<file path="src/rtl/motion_region_tracker.sv">
// Run-length filtered motion accumulator: counts qualified motion pixels and
// their bounding box per frame, reporting the totals at each frame boundary.
module motion_region_tracker #(
    parameter int H_RES     = 640,
    parameter int V_RES     = 480,
    parameter int RUN_LEN   = 3,
    parameter int MIN_COUNT = 64,
    parameter int CNT_W     = 19
) (
    input  logic             clk,
    input  logic             rst_n,
    input  logic             frame_start,
    input  logic             pixel_valid,
    input  logic [9:0]       x_pixel,
    input  logic [9:0]       y_pixel,
    input  logic             motion_flag,
    output logic             result_valid,
    output logic             motion_detected,
    output logic [CNT_W-1:0] motion_count,
    output logic [9:0]       x_min,
    output logic [9:0]       x_max,
    output logic [9:0]       y_min,
    output logic [9:0]       y_max
);

    localparam int               RUN_W   = $clog2(RUN_LEN + 1);
    localparam logic [RUN_W-1:0] RUN_MAX = RUN_W'(RUN_LEN);
    localparam logic [CNT_W-1:0] CNT_MAX = '1;
    localparam logic [CNT_W-1:0] CNT_MIN = CNT_W'(MIN_COUNT);
    localparam logic [9:0]       X_OFF   = 10'(RUN_LEN - 1);

    typedef enum logic [1:0] {IDLE, ACCUM, REPORT} state_t;

    state_t           state;
    logic [RUN_W-1:0] run;
    logic [RUN_W-1:0] run_next;
    logic             qualify;
    logic             in_range;
    logic [9:0]       x_lo;
    logic [CNT_W-1:0] acc_cnt;
    logic [9:0]       acc_xmin;
    logic [9:0]       acc_xmax;
    logic [9:0]       acc_ymin;
    logic [9:0]       acc_ymax;

    function automatic logic [RUN_W-1:0] run_inc(input logic [RUN_W-1:0] r);
        return (r >= RUN_MAX) ? RUN_MAX : r + 1'b1;
    endfunction

    function automatic logic [CNT_W-1:0] cnt_inc(input logic [CNT_W-1:0] c);
        return (c == CNT_MAX) ? CNT_MAX : c + 1'b1;
    endfunction

    always_comb begin
        run_next = '0;
        if (x_pixel == 10'd0)
            run_next = RUN_W'(motion_flag);
        else if (motion_flag)
            run_next = run_inc(run);
        in_range = (32'(x_pixel) < H_RES) && (32'(y_pixel) < V_RES);
        qualify  = (run_next >= RUN_MAX) && in_range;
        // A qualifying run always spans RUN_LEN columns ending here, so no underflow.
        x_lo     = x_pixel - X_OFF;
    end

    always_ff @(posedge clk or negedge rst_n) begin
        if (!rst_n) begin
            state           <= IDLE;
            run             <= '0;
            acc_cnt         <= '0;
            acc_xmin        <= '1;
            acc_xmax        <= '0;
            acc_ymin        <= '1;
            acc_ymax        <= '0;
            result_valid    <= 1'b0;
            motion_detected <= 1'b0;
            motion_count    <= '0;
            x_min           <= '0;
            x_max           <= '0;
            y_min           <= '0;
            y_max           <= '0;
        end else begin
            result_valid <= 1'b0;
            unique case (state)
                IDLE: begin
                    if (frame_start)
                        state <= ACCUM;
                end
                ACCUM: begin
                    if (frame_start) begin
                        state           <= REPORT;
                        result_valid    <= 1'b1;
                        motion_count    <= acc_cnt;
                        motion_detected <= (acc_cnt >= CNT_MIN);
                        if (acc_cnt == '0) begin
                            x_min <= '0;
                            x_max <= '0;
                            y_min <= '0;
                            y_max <= '0;
                        end else begin
                            x_min <= acc_xmin;
                            x_max <= acc_xmax;
                            y_min <= acc_ymin;
                            y_max <= acc_ymax;
                        end
                        run      <= '0;
                        acc_cnt  <= '0;
                        acc_xmin <= '1;
                        acc_xmax <= '0;
                        acc_ymin <= '1;
                        acc_ymax <= '0;
                    end else if (pixel_valid) begin
                        run <= run_next;
                        if (qualify) begin
                            acc_cnt <= cnt_inc(acc_cnt);
                            if (x_lo < acc_xmin)     acc_xmin <= x_lo;
                            if (x_pixel > acc_xmax)  acc_xmax <= x_pixel;
                            if (y_pixel < acc_ymin)  acc_ymin <= y_pixel;
                            if (y_pixel > acc_ymax)  acc_ymax <= y_pixel;
                        end
                    end
                end
                REPORT: state <= ACCUM;
                default: state <= IDLE;
            endcase
        end
    end

endmodule

</file>
<file path="config.mk">
export PLATFORM = sky130hd
export DESIGN_NAME = motion_region_tracker
export DESIGN_NICKNAME = d
export VERILOG_FILES = /design/src/rtl/motion_region_tracker.sv
export SDC_FILE = /design/constraint.sdc
export NUM_CORES = 1
export LEC_CHECK = 0
export BUFFER_PORTS_ARGS = -buffer_cell sky130_fd_sc_hd__buf_4
export CAP_MARGIN = 20
export CORE_ASPECT_RATIO = 0.7
export CORE_MARGIN = 5
export CORE_UTILIZATION = 35
export CTS_BUF_LIST = sky130_fd_sc_hd__clkbuf_8
export CTS_CLUSTER_DIAMETER = 80
export DETAILED_ROUTE_END_ITERATION = 10
export GPL_ROUTABILITY_DRIVEN = 0
export PLACE_DENSITY = 0.61
export SYNTH_ARGS = -nofsm -noshare
export SYNTH_HDL_FRONTEND = slang
export SYNTH_SLANG_ARGS = --single-unit
</file>
<file path="constraint.sdc">
create_clock -name clk -period 3.35 [get_ports clk]
set_clock_uncertainty 0.2 [all_clocks]
set_input_delay 0.8375 -clock clk [delete_from_list [all_inputs] [get_ports clk]]
set_output_delay 0.8375 -clock clk [all_outputs]
set_load 0.005 [all_outputs]
</file>
==> impl_metrics.ini, run 1 <==
[logic_synthesis]
netlist.area_leader.share_pct = 41.88
yosysWarningCount = 0
synth_area_leaders = dfrtp_1 (42%), dfstp_2 (8.5%), ha_1 (8.3%), a22o_1 (7.3%), nand2_1 (5.1%)
synth_fa_ha_area_share_pct = 8.254
synth_top_family_by_area = compound AO/OA/AOI/OAI gates
synth_compound_area_share_pct = 19.99
synthesis.nets = 675
synthCells = 609
ys.flop_type = dfrtp_1
synthXorXnorAreaFrac_pct = 0.9865
yosys.area_share.simple_pct = 14.11
synth_edf_count = 0
syn_avg_cell_area_um2 = 10.20
syn_area_um2 = 6215
async_flop_share_pct = 100.0
synth.distinct_cells = 60
synthMostInstantiatedCell = dfrtp_1
muxShareOfSynthArea_pct = 0.8053
synthTopCellsByCount = dfrtp_1 (104), nand2_1 (85), inv_1 (53)
synth_top_area_cell = dfrtp_1
ys_seq_area_share_pct = 50.33
synth-seq-cells = 124

[worst_setup_path]
end_kind = register
crit_start = x_pixel[2]
worstPathRequired_ns = 3.54
cp.arrival_ns = 3.43
reg2regPathDepth = 5
worst-r2r-setup-slack_ns = 0.60
r2r_start = state[1]
crit_type = in -> reg
critPathLaunchType = input pin
cp_max_fo = 4
endpoint = acc_xmin[5]
r2r_end = acc_ymin[7]

[die]
core_area_um2 = 17320
die-area_um2 = 20560
die_w_um = 169.3
initial_core_util_pct = 35.89
fp.dieH_um = 121.5
ios = 86
fp-row-count = 40

[cts]
h-tree-depth = 4
hold_buffers = 0
clk-insertion-delay-late_ns = 0.46
clock_path_buffers = 2
clk_pin_slew_worst_paths_ns = 0.07
root_buffer = clkbuf_8
cts_inserted_buffers = 17
cts_tree = done
cts_sinks = 124

[sta]
fin_crit_sh_pct = 96.64
hold_slack_ns = 0.05940
max-slew-margin-rel_pct = 31.15
finalHoldViolCount = 0
setup_viol = 0
setup-tns-final_ns = 0
max_freq_mhz = 308.9
fin_crit_ns = 3.237
worstMarginPinSlew_ns = 1.025
slew_viol_final = 0

[cells_and_area]
syn2layout_area_growth_pct = 26.19
finalInstanceArea_um2 = 7843
final_layout_size_suffix_gt1_share_pct = 27.10
antennaDiodeCount = 0
final_nets = 791
fillCellCount = 1634

[power_and_ir_drop]
ir_worst_vdd_uv = 194.9
leakage_nw = 3.969
power_density_nw_per_um2 = 431.7

[global_routing]
grt_max_degree = 57
grt_pass1_wl_mm = 27.39
track_usage_pct = 16.70
antenna_found_initial = 0
grt_pass1_vias = 5226
overflow = 0

[routing]
wirelength_mm = 16.38
dr.pass1.iters = 5
vias = 5076
viasPerCell = 5.238
ant_nets = 0
drt_iter0_drc = 290
drcViolationCount = 0
avgRoutedWirePerCell_um = 16.91

[run]
cap_violations = 0

[place]
placed_area_um2 = 7407
place_hpwl_mm = 12.06
port_buffers = 85

[run_status]
status = complete, no violations

[hold_path]
hp-class = in -> async
-- worst max-delay path: stages --
cell and delay, ns:
buf_4 0.15, inv_12 0.05, ha_4 0.11, or3b_4 0.38, nor3_2 0.18, xor2_1 0.23
ha_1 0.28, a211o_1 0.31, a21oi_2 0.18, o41ai_4 0.12, buf_4 0.16, nor4_1 0.23
o21ba_2 0.20
-- layout by cell type (no fill, tap or decap), types with 10 or more instances in the layout --
cell	Yosys	layout
dfstp_2	20	20
inv_1	53	53
buf_4	0	125
ha_1	41	40
a22o_1	52	52
nand2_1	85	84
clkbuf_8	0	20
nor2_1	28	28
a21oi_1	17	16
nand4_1	10	10
dfrtp_1	104	104
o21ai_0	32	32
nor3_1	13	11
-- registers in the layout (all words and copies together) (netlist names) --
register,flops
acc_xmax,10
y_max,10
acc_xmin,10
x_max,10
motion_count,19
acc_cnt,19
motion_detected,1
x_min,10
acc_ymax,10
acc_ymin,10
y_min,10
state,2
result_valid,1
run,2
-- where the power goes --
part	total, mW	internal (mW)	leakage, nW	switching [mW]
Sequential	1.55	1.53	1.66	0.0220
Combinational	0.513	0.187	2.11	0.326
Clock	1.32	0.711	0.203	0.608
-- kinds of logic after synthesis --
group,count (synthesis)
buffers and inverters,84
AOI/OAI and AO/OA,165
xor gates and xnor gates,7
and+or+nand+nor,183
adders and majority gates,41
DFF,124
muxes,5
-- worst min path at each step --
stage,cells after the start,slack (ns),end,from
global route,1,0.03,acc_xmax[6],rst_n
detailed placement,2,0.27,motion_count[12],motion_count[12]
floorplan,2,0.25,run[0],run[0]
finish,1,0.06,acc_xmax[6],rst_n
CTS,1,0.03,acc_xmax[6],rst_n
global placement,2,0.27,run[0],run[0]
-- per-stage QoR --
stage	utilization [%]	worst slack (ns)	power, mW	instances
2_1_floorplan	-	-0.1144	1.847	609
3_3_place_gp	42.77	-0.3240	2.078	935
3_5_place_dp	42.77	-0.4394	2.095	935
4_1_cts	45.07	0.04142	3.424	967
5_1_grt	45.29	-0.01806	3.557	969
6_report	45.29	0.1126	3.385	969
-- final cells by class --
cell class / count / area (µm²) / share of cell area (%)
multi-input combinational: 401 / 2826 / 36.04
tap: 231 / 289.0 / 3.685
clock inverter: 12 / 122.6 / 1.564
sequential: 124 / 3128 / 39.89
inverter: 54 / 222.7 / 2.840
timing repair buffer: 127 / 978.4 / 12.48
clock buffer: 20 / 275.3 / 3.510
-- what timing repair did --
action | CTS | global route
gates resized for setup | 0 | 4
setup endpoints to repair | 0 | 10
buffers inserted | 0 | 1
-- layer usage --
layer,track usage [%],wire [µm],share of wire [%]
met2,24.53,7038,43
met3,4.787,1041,6.4
met1,23.83,8067,49
met5,0,0,0
met4,5.128,236,1.4
Power figures use the tool's default switching activity.
==> run 2: changes to the inputs <==
PLACE_DENSITY = not set   (was 0.61)
PLACE_DENSITY_LB_ADDON = 0.15   (was not set)
==> impl_metrics.ini, run 2 (synthesis gave the netlist of run 1 again) <==
[global_routing]
antenna_found_initial = 0
grt_max_degree = 52
overflow = 0
grt_pass1_vias = 5104
track_usage_pct = 16.91
grt_pass1_wl_mm = 27.41

[worst_setup_path]
worstPathRequired_ns = 3.52
cp_max_fo = 4
end_kind = register
cp.arrival_ns = 3.44
critPathLaunchType = input pin
crit_type = in -> reg

[cts]
clk-insertion-delay-late_ns = 0.44
h-tree-depth = 4
clk_pin_slew_worst_paths_ns = 0.08
cts_inserted_buffers = 17
clock_path_buffers = 2
cts_sinks = 124
cts_tree = done
root_buffer = clkbuf_8

[die]
fp-row-count = 40
ios = 86
fp.dieH_um = 121.5
core_area_um2 = 17320
die-area_um2 = 20560
die_w_um = 169.3
initial_core_util_pct = 35.89

[cells_and_area]
final_layout_size_suffix_gt1_share_pct = 26.43
final_cell_mix = buf_4 (120), dfrtp_1 (104), nand2_1 (84)
utilization_pct = 45.20
syn2layout_area_growth_pct = 25.95
antennaDiodeCount = 0
multiInputGateArea_um2 = 2819
fillCellCount = 1672
finalInstanceArea_um2 = 7828
area.sequential_um2 = 3128
final_nets = 787
layout_commonest_cell = buf_4
reg.largest.list = acc_cnt x19, motion_count x19

[routing]
ant_nets = 0
wirelength_mm = 16.67
viasPerCell = 5.235
avgRoutedWirePerCell_um = 17.27
vias = 5052
drcViolationCount = 0
dr.pass1.iters = 4
drt_iter0_drc = 269

[power_and_ir_drop]
p_int_mw = 2.443
ir_worst_vdd_uv = 212.7
p_total_mw = 3.413
leakage_nw = 3.957
p_comb_share_pct = 15.1
p_switching_mw = 0.9701
power_density_nw_per_um2 = 436.1
clkPwrFrac_pct = 39.4
swShare_pct = 28.42
pwr-share-seq_pct = 45.5

[sta]
fin_crit_ns = 3.268
max-slew-margin-rel_pct = 27.44
finalHoldViolCount = 0
setup-tns-final_ns = 0
setup_viol = 0
hold_slack_ns = 0.1841
slew_viol_final = 0
fin_crit_sh_pct = 97.55
worstMarginPinSlew_ns = 1.080
max_freq_mhz = 306.0

[place]
placed_area_um2 = 7402
place_hpwl_mm = 11.93
port_buffers = 85

[run]
cap_violations = 0

[run_status]
status = complete, no violations

[hold_path]
hp-class = in -> async
-- run 2: final cells by class --
type	instances	area share, %
clock inverters	11	1.519
well taps	231	3.692
inverters	54	2.845
flip-flops and latches	124	39.96
multi-input cells	401	36.01
repair buffers	123	12.28
clock buffers	21	3.692
-- run 2: power groups by stage --
stage,Clock [mW],Combinational (mW),Sequential [mW]
floorplan,0,0.272,1.58
global placement,0,0.505,1.58
detailed placement,0,0.521,1.58
CTS,1.39,0.523,1.55
global route,1.46,0.575,1.56
finish,1.35,0.515,1.55
-- run 2: what timing repair did --
action                                  in CTS  in global routing
endpoints found under the setup margin       0                 10
buffers inserted                             0                  1
resized for setup                            0                  2
hold buffers                                 0                  0
-- run 2: critical path, cell delays in order --
cell and delay (ns):
buf_4 0.15, inv_12 0.05, ha_4 0.11, or3b_4 0.38, nor3_2 0.18, xor2_1 0.23, ha_1 0.28, a211o_1 0.31
a21oi_2 0.19, o41ai_4 0.12, or2_2 0.30, o32a_1 0.28
-- run 2: per-stage QoR --
step	cells	setup slack [ns]
5_1_grt	965	-0.0005063
3_3_place_gp	932	-0.3303
3_5_place_dp	932	-0.4226
6_report	965	0.08208
4_1_cts	964	0.04085
2_1_floorplan	609	-0.1144
-- run 2: layer usage --
metal,global-route usage (%),routed length [µm],vias to the layer above
met3,3.614,819,17
met1,24.04,8217,2517
met5,0,0,-
met2,25.22,7388,94
li1,-,-,2424
met4,6.385,244,0
-- run 2: worst paths after layout --
check / startpoint / end / slack, ns / depth (start not counted)
worst max-delay path: x_pixel[2] / acc_xmin[9] / 0.08 / 12
worst min-delay path: rst_n / motion_count[8] / 0.18 / 1
worst max register to register: state[1] / acc_ymin[3] / 0.59 / 5
worst min register to register: motion_count[14] / motion_count[14] / 0.28 / 2
max in group asynchronous: rst_n / acc_xmin[2] / 2.02 / 2
min in group clk: motion_count[14] / motion_count[14] / 0.28 / 2
==> run 3: changes to the inputs <==
CORE_ASPECT_RATIO = 0.9   (was 0.7)
==> impl_metrics.ini, run 3 (synthesis gave the netlist of run 1 again) <==
[sta]
fin_crit_ns = 3.287
max_freq_mhz = 304.2
setup_viol = 0
slew_viol_final = 0
max-slew-margin-rel_pct = 29.99
fin_crit_sh_pct = 98.13
setup-tns-final_ns = 0
worstMarginPinSlew_ns = 1.042
finalHoldViolCount = 0

[routing]
ant_nets = 0
drt_iter0_drc = 263
avgRoutedWirePerCell_um = 16.91
viasPerCell = 5.201
wirelength_mm = 16.42
drcViolationCount = 0
dr.pass1.iters = 4
vias = 5050

[cts]
cts_inserted_buffers = 17
cts_sinks = 124
h-tree-depth = 4
clk_pin_slew_worst_paths_ns = 0.08
clk-insertion-delay-late_ns = 0.46
root_buffer = clkbuf_8
hold_buffers = 0
clock_path_buffers = 2
cts_tree = done

[place]
place_hpwl_mm = 11.71
port_buffers = 85

[die]
ios = 86
die-area_um2 = 20530
die_w_um = 150.5
core_area_um2 = 17550
fp-row-count = 46
fp.dieH_um = 136.4
initial_core_util_pct = 35.40

[hold_path]
hp-class = in -> async

[cells_and_area]
final_nets = 784
antennaDiodeCount = 0
final_layout_size_suffix_gt1_share_pct = 26.54
layout_commonest_cell = buf_4
reg.largest.list = acc_cnt x19, motion_count x19
syn2layout_area_growth_pct = 27.38
utilization_pct = 45.10
final_cell_mix = buf_4 (116), dfrtp_1 (104), nand2_1 (84)
fillCellCount = 1705

[worst_setup_path]
cp.arrival_ns = 3.47
cp_max_fo = 4
worstPathRequired_ns = 3.53
end_kind = register
path_cells = buf_4, inv_12, ha_4, or3b_4, nor3_2, xor2_1, ha_1, a211o_1, a21oi_2, o41ai_4, or2_2, o32a_1
critPathBufInv = 2
cp_slowest_cell = or3b_4
crit_type = in -> reg
critPathLaunchType = input pin
crit_family = compound AO/OA/AOI/OAI gates
slowest_delay_ns = 0.38

[run_status]
status = complete, no violations

[global_routing]
grt_pass1_vias = 5157
grt_pass1_wl_mm = 27.21
grt_max_degree = 65
antenna_found_initial = 0
overflow = 0
track_usage_pct = 16.88

[run]
cap_violations = 0

[power_and_ir_drop]
power_density_nw_per_um2 = 466.0
ir_worst_vdd_uv = 288.4
leakage_nw = 3.983
run 3: what timing repair did:
item                                    in CTS  in global routing
endpoints found under the setup margin       0                 10
resized for setup                            0                  3
setup buffers                                0                  1
run 3: worst paths after layout:
kind | startpoint | end | depth (start not counted) | slack (ns)
worst max-delay path | x_pixel[2] | acc_xmin[9] | 12 | 0.06
max in group asynchronous | rst_n | acc_xmin[6] | 2 | 2.04
worst max register to register | state[1] | acc_ymin[7] | 5 | 0.65
min in group clk | motion_count[13] | motion_count[13] | 2 | 0.28
worst min-delay path | rst_n | acc_xmax[4] | 1 | 0.13
worst min register to register | motion_count[13] | motion_count[13] | 2 | 0.28
run 3: where the power goes:
part	switching [mW]	leakage, nW	internal (mW)	total [mW]
sequential	0.0219	1.66	1.53	1.55
clock	0.654	0.231	0.983	1.64
combinational	0.327	2.09	0.173	0.500
total	1.00	3.98	2.69	3.69
run 3: per-stage QoR:
| stage | instance area, µm² | worst slack [ns] | total power, mW | cells | hold slack [ns] |
|---|---|---|---|---|---|
| after CTS | 7893 | 0.01404 | 3.728 | 970 | 0.1204 |
| after detailed placement | 7403 | -0.4784 | 2.085 | 938 | 0.2683 |
| after floorplan | 6286 | -0.1144 | 1.847 | 609 | 0.2509 |
| final | 7916 | 0.06279 | 3.689 | 971 | 0.1264 |
| after global routing | 7916 | -0.03819 | 3.853 | 971 | 0.1305 |
| after global placement | 7403 | -0.3376 | 2.074 | 938 | 0.2660 |
run 3: area by class of cell:
cell class	count	area, µm²	share of cell area (%)
Clock buffer	18	247.7	3.129
Clock inverter	14	241.5	3.050
Tap cell	240	300.3	3.793
Timing Repair Buffer	120	950.9	12.01
Multi-Input combinational cell	401	2825	35.69
Inverter	54	222.7	2.813
Sequential cell	124	3128	39.51
run 3: routing by layer:
metal | up-vias | GRT usage [%] | share of wire [%]
li1 | 2409 | - | -
met1 | 2524 | 23.05 | 47
met2 | 99 | 26.05 | 46
met3 | 18 | 4.600 | 4.8
met4 | 0 | 5.488 | 1.5
met5 | - | 0 | 0
